File: src/rtl/uart_pkg.sv
// Shared types for the word-to-byte UART feeder: serializer states and FIFO entry layout.
package uart_pkg;

  typedef enum logic [1:0] {
    S_IDLE,
    S_START,
    S_ACK,
    S_DONE
  } state_e;

  typedef struct packed {
    logic [1:0]  nbytes;
    logic [31:0] data;
  } entry_t;

  localparam int unsigned EntryWidth = $bits(entry_t);

endpackage

File: src/rtl/sync_fifo.sv
// Circular synchronous FIFO with occupancy count; pushes while full and pops while empty are ignored.
module sync_fifo #(
  parameter int unsigned WIDTH      = 34,
  parameter int unsigned DEPTH_LOG2 = 4
) (
  input  logic                  clk,
  input  logic                  rstn,
  input  logic                  push,
  input  logic [WIDTH-1:0]      wr_data,
  input  logic                  pop,
  output logic [WIDTH-1:0]      rd_data,
  output logic [DEPTH_LOG2:0]   count,
  output logic                  full,
  output logic                  empty
);

  localparam int unsigned Depth = 1 << DEPTH_LOG2;

  logic [WIDTH-1:0]      mem [Depth];
  logic [DEPTH_LOG2-1:0] wr_ptr_q, rd_ptr_q;
  logic [DEPTH_LOG2:0]   count_q;
  logic                  do_push, do_pop;

  assign full    = (count_q == (DEPTH_LOG2 + 1)'(Depth));
  assign empty   = (count_q == '0);
  assign do_push = push && !full;
  assign do_pop  = pop && !empty;
  assign rd_data = mem[rd_ptr_q];
  assign count   = count_q;

  // Pointers are exactly DEPTH_LOG2 bits so they wrap on their own.
  always_ff @(posedge clk) begin
    if (!rstn) begin
      wr_ptr_q <= '0;
      rd_ptr_q <= '0;
      count_q  <= '0;
    end else begin
      if (do_push) wr_ptr_q <= wr_ptr_q + 1'b1;
      if (do_pop)  rd_ptr_q <= rd_ptr_q + 1'b1;
      if (do_push && !do_pop) begin
        count_q <= count_q + 1'b1;
      end else if (!do_push && do_pop) begin
        count_q <= count_q - 1'b1;
      end
    end
  end

  always_ff @(posedge clk) begin
    if (do_push) mem[wr_ptr_q] <= wr_data;
  end

endmodule

File: src/rtl/uart_tx_word_feeder.sv
// Buffers 32-bit words and feeds them LSB byte first to a byte UART transmitter,
// pacing each byte on the transmitter's tx_busy handshake.
module uart_tx_word_feeder
  import uart_pkg::*;
#(
  parameter int unsigned DEPTH_LOG2 = 4
) (
  input  logic                clk,
  input  logic                rstn,
  input  logic                wr_en,
  input  logic [31:0]         wr_data,
  input  logic [1:0]          wr_nbytes,
  output logic                full,
  output logic [DEPTH_LOG2:0] count,
  output logic                idle,
  output logic                overflow,
  output logic [7:0]          sdata,
  output logic                tx_start,
  input  logic                tx_busy
);

  entry_t                wr_entry, rd_entry;
  logic [EntryWidth-1:0] rd_bits;
  logic                  pop, empty;

  state_e      state_q;
  logic [31:0] shift_q;
  logic [1:0]  rem_q;
  logic [7:0]  sdata_q;
  logic        tx_start_q, overflow_q;

  assign wr_entry = '{nbytes: wr_nbytes, data: wr_data};
  assign rd_entry = rd_bits;
  assign pop      = (state_q == S_IDLE) && !empty;

  sync_fifo #(
    .WIDTH      (EntryWidth),
    .DEPTH_LOG2 (DEPTH_LOG2)
  ) u_fifo (
    .clk     (clk),
    .rstn    (rstn),
    .push    (wr_en),
    .wr_data (wr_entry),
    .pop     (pop),
    .rd_data (rd_bits),
    .count   (count),
    .full    (full),
    .empty   (empty)
  );

  // tx_start is registered and set only on entry to S_START, so it is high for
  // exactly the one cycle spent there.
  always_ff @(posedge clk) begin
    if (!rstn) begin
      state_q    <= S_IDLE;
      shift_q    <= '0;
      rem_q      <= '0;
      sdata_q    <= '0;
      tx_start_q <= 1'b0;
      overflow_q <= 1'b0;
    end else begin
      tx_start_q <= 1'b0;
      if (wr_en && full) overflow_q <= 1'b1;
      unique case (state_q)
        S_IDLE: begin
          if (pop) begin
            shift_q    <= rd_entry.data;
            rem_q      <= rd_entry.nbytes;
            sdata_q    <= rd_entry.data[7:0];
            tx_start_q <= 1'b1;
            state_q    <= S_START;
          end
        end
        S_START: state_q <= S_ACK;
        S_ACK: begin
          if (tx_busy) state_q <= S_DONE;
        end
        S_DONE: begin
          if (!tx_busy) begin
            if (rem_q == 2'd0) begin
              state_q <= S_IDLE;
            end else begin
              shift_q    <= shift_q >> 8;
              sdata_q    <= shift_q[15:8];
              rem_q      <= rem_q - 2'd1;
              tx_start_q <= 1'b1;
              state_q    <= S_START;
            end
          end
        end
        default: state_q <= S_IDLE;
      endcase
    end
  end

  assign idle     = (count == '0) && (state_q == S_IDLE);
  assign overflow = overflow_q;
  assign sdata    = sdata_q;
  assign tx_start = tx_start_q;

endmodule

File: config.mk
export PLATFORM = sky130hd
export DESIGN_NAME = uart_tx_word_feeder
export DESIGN_NICKNAME = d
export VERILOG_FILES = /design/src/rtl/uart_pkg.sv /design/src/rtl/sync_fifo.sv /design/src/rtl/uart_tx_word_feeder.sv
export SDC_FILE = /design/constraint.sdc
export NUM_CORES = 1
export LEC_CHECK = 0
export CAP_MARGIN = 20
export CORE_UTILIZATION = 50
export CTS_CLUSTER_DIAMETER = 80
export CTS_CLUSTER_SIZE = 25
export DETAILED_ROUTE_END_ITERATION = 10
export GPL_TIMING_DRIVEN = 0
export PLACE_DENSITY = 0.69
export SYNTH_ARGS = -nofsm -noshare
export SYNTH_HDL_FRONTEND = slang
export SYNTH_HIERARCHICAL = 1
export SYNTH_SLANG_ARGS = --single-unit
File: constraint.sdc
create_clock -name clk -period 3.6 [get_ports clk]
set_clock_uncertainty 0.1 [all_clocks]
set_input_delay 0.54 -clock clk [delete_from_list [all_inputs] [get_ports clk]]
set_output_delay 0.54 -clock clk [all_outputs]
set_load 0.01 [all_outputs]
Word-level counts from Yosys, hierarchy flattened
Memory sizes are Yosys's and may differ from the RTL's. A register that Yosys moved wholly into a read port is not among the register bits. Cells that the tools add are included.

Flip-flop bits (word level): 59. Bits of input ports: 38. Word-level logic and storage cells: 68. Output and inout bits: 17. Memories: 1. RAM bits: 544.

Memories: u_fifo.mem (words 16, width 34, rd ports 1, clocked after memory_dff 1, wr ports 1, line sync_fifo.sv:19) `logic [WIDTH-1:0] mem [Depth];`.

Add/subtract/negate cells: 5. Muxes and demuxes: 27. Reductions and logical operators: 18. Equality and inequality tests: 8.

Operator list (number): 32-bit two-way mux (3); 32-bit one-hot mux with 2 select lines (1); 8-bit two-way mux (3); 8-bit one-hot mux with 2 select lines (1); 2-bit two-way mux (6); 5-bit two-way mux (2); 4-bit by 1-bit adder with 4-bit output, second input constant (2); 4-bit two-way mux (2); 2-bit one-hot mux with 4 select lines (1); 1-bit logical AND (7); 1-bit two-way mux (6); 2-bit != test, second input constant (3); 5-bit by 1-bit adder with 5-bit output, second input constant (1); 5-bit equality test, second input constant (1); 5-bit logical NOT (1); 5-bit by 1-bit subtractor with 5-bit output, second input constant (1); 2-bit equality test, second input constant (2); 1-bit logical NOT (4); 2-bit logical NOT (2); 2-bit one-hot mux with 2 select lines (1); 4-bit AND reduction (1); 2-bit nonzero test (2); 3-bit AND reduction (1); 2-bit by 1-bit equality test with 1-bit output, second input constant (1); 3 further kinds (3).

Logic depth before layout (Yosys ltp)
Depth in word-level cells: 7. Depth in mapped cells: 12.

Hierarchy
Netlist, hierarchy kept.

By module, submodules not included: sync_fifo (area an instance 21240.4 µm², cells an instance 941, times used 1); uart_tx_word_feeder (area an instance 1974.4 µm², cells an instance 206, times used 1).

Worst setup path before layout
No wires, ideal clock.

Kind: reg2reg. From: register u_fifo.count_q[0] (netlist: u_fifo/count[0]). To: memory u_fifo.mem[0][0] (enable). Library setup time: 0.468 ns. Path slack: -0.437 ns. Data required time: 3.032 ns. Cell stages (with the launch flop): 7. Data arrival time: 3.469 ns. Cell sequence: dfxtp_1 -> or4_1 -> buf_2 -> o21a_1 -> buf_6 -> nand2_1 -> nor3_1.

Longest elaborated chain between the ends: 5.

RTL lines: from (decl) (line sync_fifo.sv:21) `logic [DEPTH_LOG2:0] count_q;`; from (signal assigned) (line sync_fifo.sv:41) `count_q <= count_q + 1'b1;`; from (signal assigned) (line sync_fifo.sv:43) `count_q <= count_q - 1'b1;`; 5-bit equality test (line sync_fifo.sv:24) `assign full = (count_q == (DEPTH_LOG2 + 1)'(Depth));`; 1-bit logical NOT (line sync_fifo.sv:26) `assign do_push = push && !full;`; 1-bit logical AND (line sync_fifo.sv:26); named net u_fifo.do_push (line sync_fifo.sv:22) `logic do_push, do_pop;`; 1-bit two-way mux (line sync_fifo.sv:49) `if (do_push) mem[wr_ptr_q] <= wr_data;`; 1-bit two-way mux (not written as such) (line sync_fifo.sv:49); to (decl) (line sync_fifo.sv:19).

The timed path passes the listed nets, and every way through them passes these cells.

Worst setup path in the final report
From: register state_q[0]. To: output port idle.

Longest elaborated chain between the ends: 2.

RTL lines: from (decl) (line uart_tx_word_feeder.sv:26) `state_e state_q;`; from (signal assigned) (line uart_tx_word_feeder.sv:55) `state_q <= S_IDLE;`; from (signal assigned) (line uart_tx_word_feeder.sv:71) `state_q <= S_START;`; from (signal assigned) (line uart_tx_word_feeder.sv:74) `S_START: state_q <= S_ACK;`; 2-bit logical NOT (line uart_tx_word_feeder.sv:96) `assign idle = (count == '0) && (state_q == S_IDLE);`; 1-bit logical AND (line uart_tx_word_feeder.sv:96); to (decl) (line uart_tx_word_feeder.sv:15) `output logic idle,`.

No other way between the ends.

==> metrics.md <==
| Metric | Value |
|---|---|
| Seq/Total Area, Yosys | about three quarters |
| TritonCTS clock tree | built |
| Worst-Skew Late Latency | about 0.60 ns |
| Critical path class | flip-flop to output pin |
| Die Area | approximately 47,000 um2 |
| Remaining routing DRC violations | 0 |
| Slew Viols, Final | 0 |
| Ranking of synthesized cells by area | edfxtp_1 (70%), mux4_2 (13%), dfxtp_1 (4.7%) |
| Post-CTS Hold Fix Bufs | 0 |
| Routed length per instance | 26.7 um |
| Fill count | roughly 3,400 |
| Most frequent cells in the layout | edfxtp_1 (544), mux4_2 (136), a22oi_1 (68), dfxtp_1 (55), clkdlybuf4s50_1 (54) |
| Number of global-route vias before repair | approximately 12,000 |
| CTS Root Cell | clkbuf_16 |
| Port Buffers | 54 |
| Switch Pwr | around 0.0046 W |
| Total setup buffers inserted after CTS | 0 |
| Final setup vio count | 0 |
| Worst path top cell family by delay | simple AND/OR/NAND/NOR gates |
| Multi-input gate area | approximately 5500 um2 |
| Outcome | complete, no violations |
| Commonest non-fill, non-tap cell in the layout | edfxtp_1 |
| Largest net degree at the start of global routing | 27 |
| # resized after CTS | 0 |
| FP Rows | 78 |
| Critical Path End Type | output pin |
| Initial Utilization | ~51% |
| Final HPWL DP | between 30 and 40 mm |
| Core area | around 46,000 um2 |
| CP max-delay cell | or4b_2 |
| Max_cap viols | 0 |
| Final instance area | 26,000 um2 |
| Cell variety after synth | 44 |
| Nets | roughly 1,300 |
| Clk pin slew, worst setup/hold paths | around 0.090 ns |
| Clock sinks | 599 |
| Placer Congestion | around 0.85 |
| Worst hold path class | flip-flop to flip-flop |
| Post-layout min period | roughly 3.4 ns |
| Static Leakage | between 8 and 9 nW |
| Ant diodes | 0 |
| Syn_nets | ~1,200 |
| Post-DRT Antenna Nets | 0 |
| Via density | between 6 and 7 |
| Share of cells above drive strength 1 | about a fifth |
| Die Wd | 217 um |
| Sw frac | around 28% |
| GRT overflow | 0 |
| VDD IR max | 445 uV |
| Total Routing Usage GR | between 20 and 25% |
| Mapped Cells | roughly 1,100 |
| Register bit total from synthesis | ~600 |
| DR pass1 iterations | 5 |
| Vias after detailed routing | about 11,000 |
| Initial antenna violation count | 2 |
| Place WS | between 0.2 and 0.3 ns |
| F_max | roughly 290 MHz |
| Pwr dens | 622 nW/um2 |
| Cts bufs inserted | 30 |
| RSZ-0062 raised after global routing | false |
| Area growth from synthesis to layout | 12.1% |
| Final worst slack | about 0.19 ns |
| DRT iter0 DRCs | between 1,000 and 1,500 |
| Reg area | around 17,000 um2 |
| Clk network pwr share | 24.0% |
| Relative slew slack | roughly a third |
| Logic pwr share | around a quarter |
| Req. time, crit path | a little under 3 ns |
| Die Height | between 200 and 250 um |
| Tcrit/Tclk final | 94.9% |
| Final wirelength | between 50 and 60 mm |
| Worst path cell trace | inv_1 -> ha_1 -> or4b_2 -> nor3_1 -> clkdlybuf4s50_1 |
| Mapped Area | around 23,000 um2 |
| H-tree Lvls | 1 |
| Internal power | between 0.01 and 0.015 W |
| First-pass GRT wire length | roughly 75 mm |
| CP arrival | between 2 and 3 ns |
| Syn avg cell area | between 20 and 25 um2 |
| Clock tree buffer depth | 3 |
| Setup TNS | 0 ns |
| Crit-path max cell delay | about 0.62 ns |
| Yosys warnings | 6 |
| Yosys top cell area share | about 70% |
| Startpoint types | flip-flop |
| Final Hold Viols | 0 |
| Worst path bufs/invs | 2 |
| Ports | 55 |
| Placed inst area | 25,100 um2 |
| Post-synth top area cell | edfxtp_1 |
| Worst-path fanout max | 6 |
| Flop pwr share | 50.2% |
| Worst-Margin Slew | between 0.9 and 1 ns |
state kept, by name (all words and copies together), names as in the netlist, named ones only:
register	flops
overflow	1
rem_q	2
shift_q	32
state_q	2
tx_start	1
u_fifo/count	5
u_fifo/mem	544
u_fifo/rd_ptr_q	4
u_fifo/wr_ptr_q	4
through the flow:
| stage | util (%) | hold WS (ns) | total power (W) | cells |
|---|---|---|---|---|
| after CTS | 57.1 | 0.380 | 0.0163 | 1877 |
| after global routing | 57.1 | 0.401 | 0.0169 | 1877 |
| after detailed placement | 55.0 | 0.363 | 0.0124 | 1821 |
| final | 57.1 | 0.382 | 0.0162 | 1877 |
| after global placement | 53.8 | 0.351 | 0.0123 | 1801 |
| after floorplan | - | 0.344 | 0.0111 | 1147 |
synthesized netlist by cell type, drive strengths merged:
| library cell | number |
|---|---|
| nand4 | 1 |
| buf | 53 |
| o21a | 3 |
| mux4 | 136 |
| clkbuf | 28 |
| a211oi | 26 |
| o31ai | 8 |
| ha | 15 |
| nand3 | 4 |
| or4b | 2 |
| or2 | 1 |
| nand4b | 9 |
| fa | 1 |
| a31oi | 26 |
| a21o | 1 |
| a21oi | 15 |
| mux2i | 30 |
| dfxtp | 55 |
| and2 | 9 |
| o21ai | 3 |
| a22oi | 69 |
| nand2 | 43 |
| xnor2 | 6 |
| nor3 | 8 |
| or4 | 2 |
| edfxtp | 544 |
| a221oi | 1 |
| o41ai | 1 |
| nand2b | 3 |
| a22o | 1 |
| nor2b | 8 |
| inv | 12 |
| o211ai | 2 |
| nand3b | 1 |
| nor2 | 19 |
| o2111ai | 1 |
power by group through the flow:
| stage | Sequential (W) | Clock (W) | Combinational [W] |
|---|---|---|---|
| finish | 0.00813 | 0.00389 | 0.00417 |
| global route | 0.00817 | 0.00418 | 0.00451 |
| CTS | 0.00813 | 0.00397 | 0.00417 |
| detailed placement | 0.00829 | 0 | 0.00415 |
| global placement | 0.00829 | 0 | 0.00400 |
| floorplan | 0.00825 | 0 | 0.00289 |
logic make-up after synthesis:
logic type      after synthesis  share of synthesized area [%]
buf+inv                      93                           1.95
xor+xnor                      6                          0.226
mux                         166                           14.5
flops                       599                           75.1
fa+ha+maj                    16                          0.895
simple gates                110                           2.44
compound gates              157                           4.90
worst paths after layout:
kind	from	to	slack, ns	cells past startpoint
setup / recovery	state_q[0]	idle	0.19	5
hold reg to reg	shift_q[24]	shift_q[24]	0.38	2
setup reg to reg	u_fifo/count[0]	u_fifo/count[3]	0.24	12
hold / removal	shift_q[24]	shift_q[24]	0.38	2
worst reg2reg max path: stages (launching register included):
cell	delay, ns
dfxtp_1	0.39
or4_1	0.54
buf_2	0.19
nor2_1	0.28
nor2b_1	0.19
o21ai_4	0.13
ha_1	0.20
inv_1	0.11
ha_1	0.30
a21o_2	0.11
a21oi_1	0.07
or4b_2	0.61
nand3_1	0.08
routing by layer:
| metal | GRT usage [%] | wire length (um) | up-vias |
|---|---|---|---|
| met5 | 0 | 31 | - |
| li1 | - | - | 4955 |
| met3 | 2.71 | 3080 | 65 |
| met1 | 30.7 | 21000 | 6039 |
| met2 | 36.4 | 24900 | 377 |
| met4 | 5.73 | 1120 | 4 |
cell type report:
| type | instances | area share [%] |
|---|---|---|
| Clock inverter | 9 | 0.452 |
| Timing Repair Buffer | 74 | 3.66 |
| Multi-Input combinational cell | 455 | 21.0 |
| Tap cell | 600 | 2.89 |
| Clock buffer | 47 | 3.25 |
| Inverter | 12 | 0.173 |
| Sequential cell | 599 | 67.0 |
| Buffer | 81 | 1.56 |
Note: power is estimated with default switching activity, not from simulation.
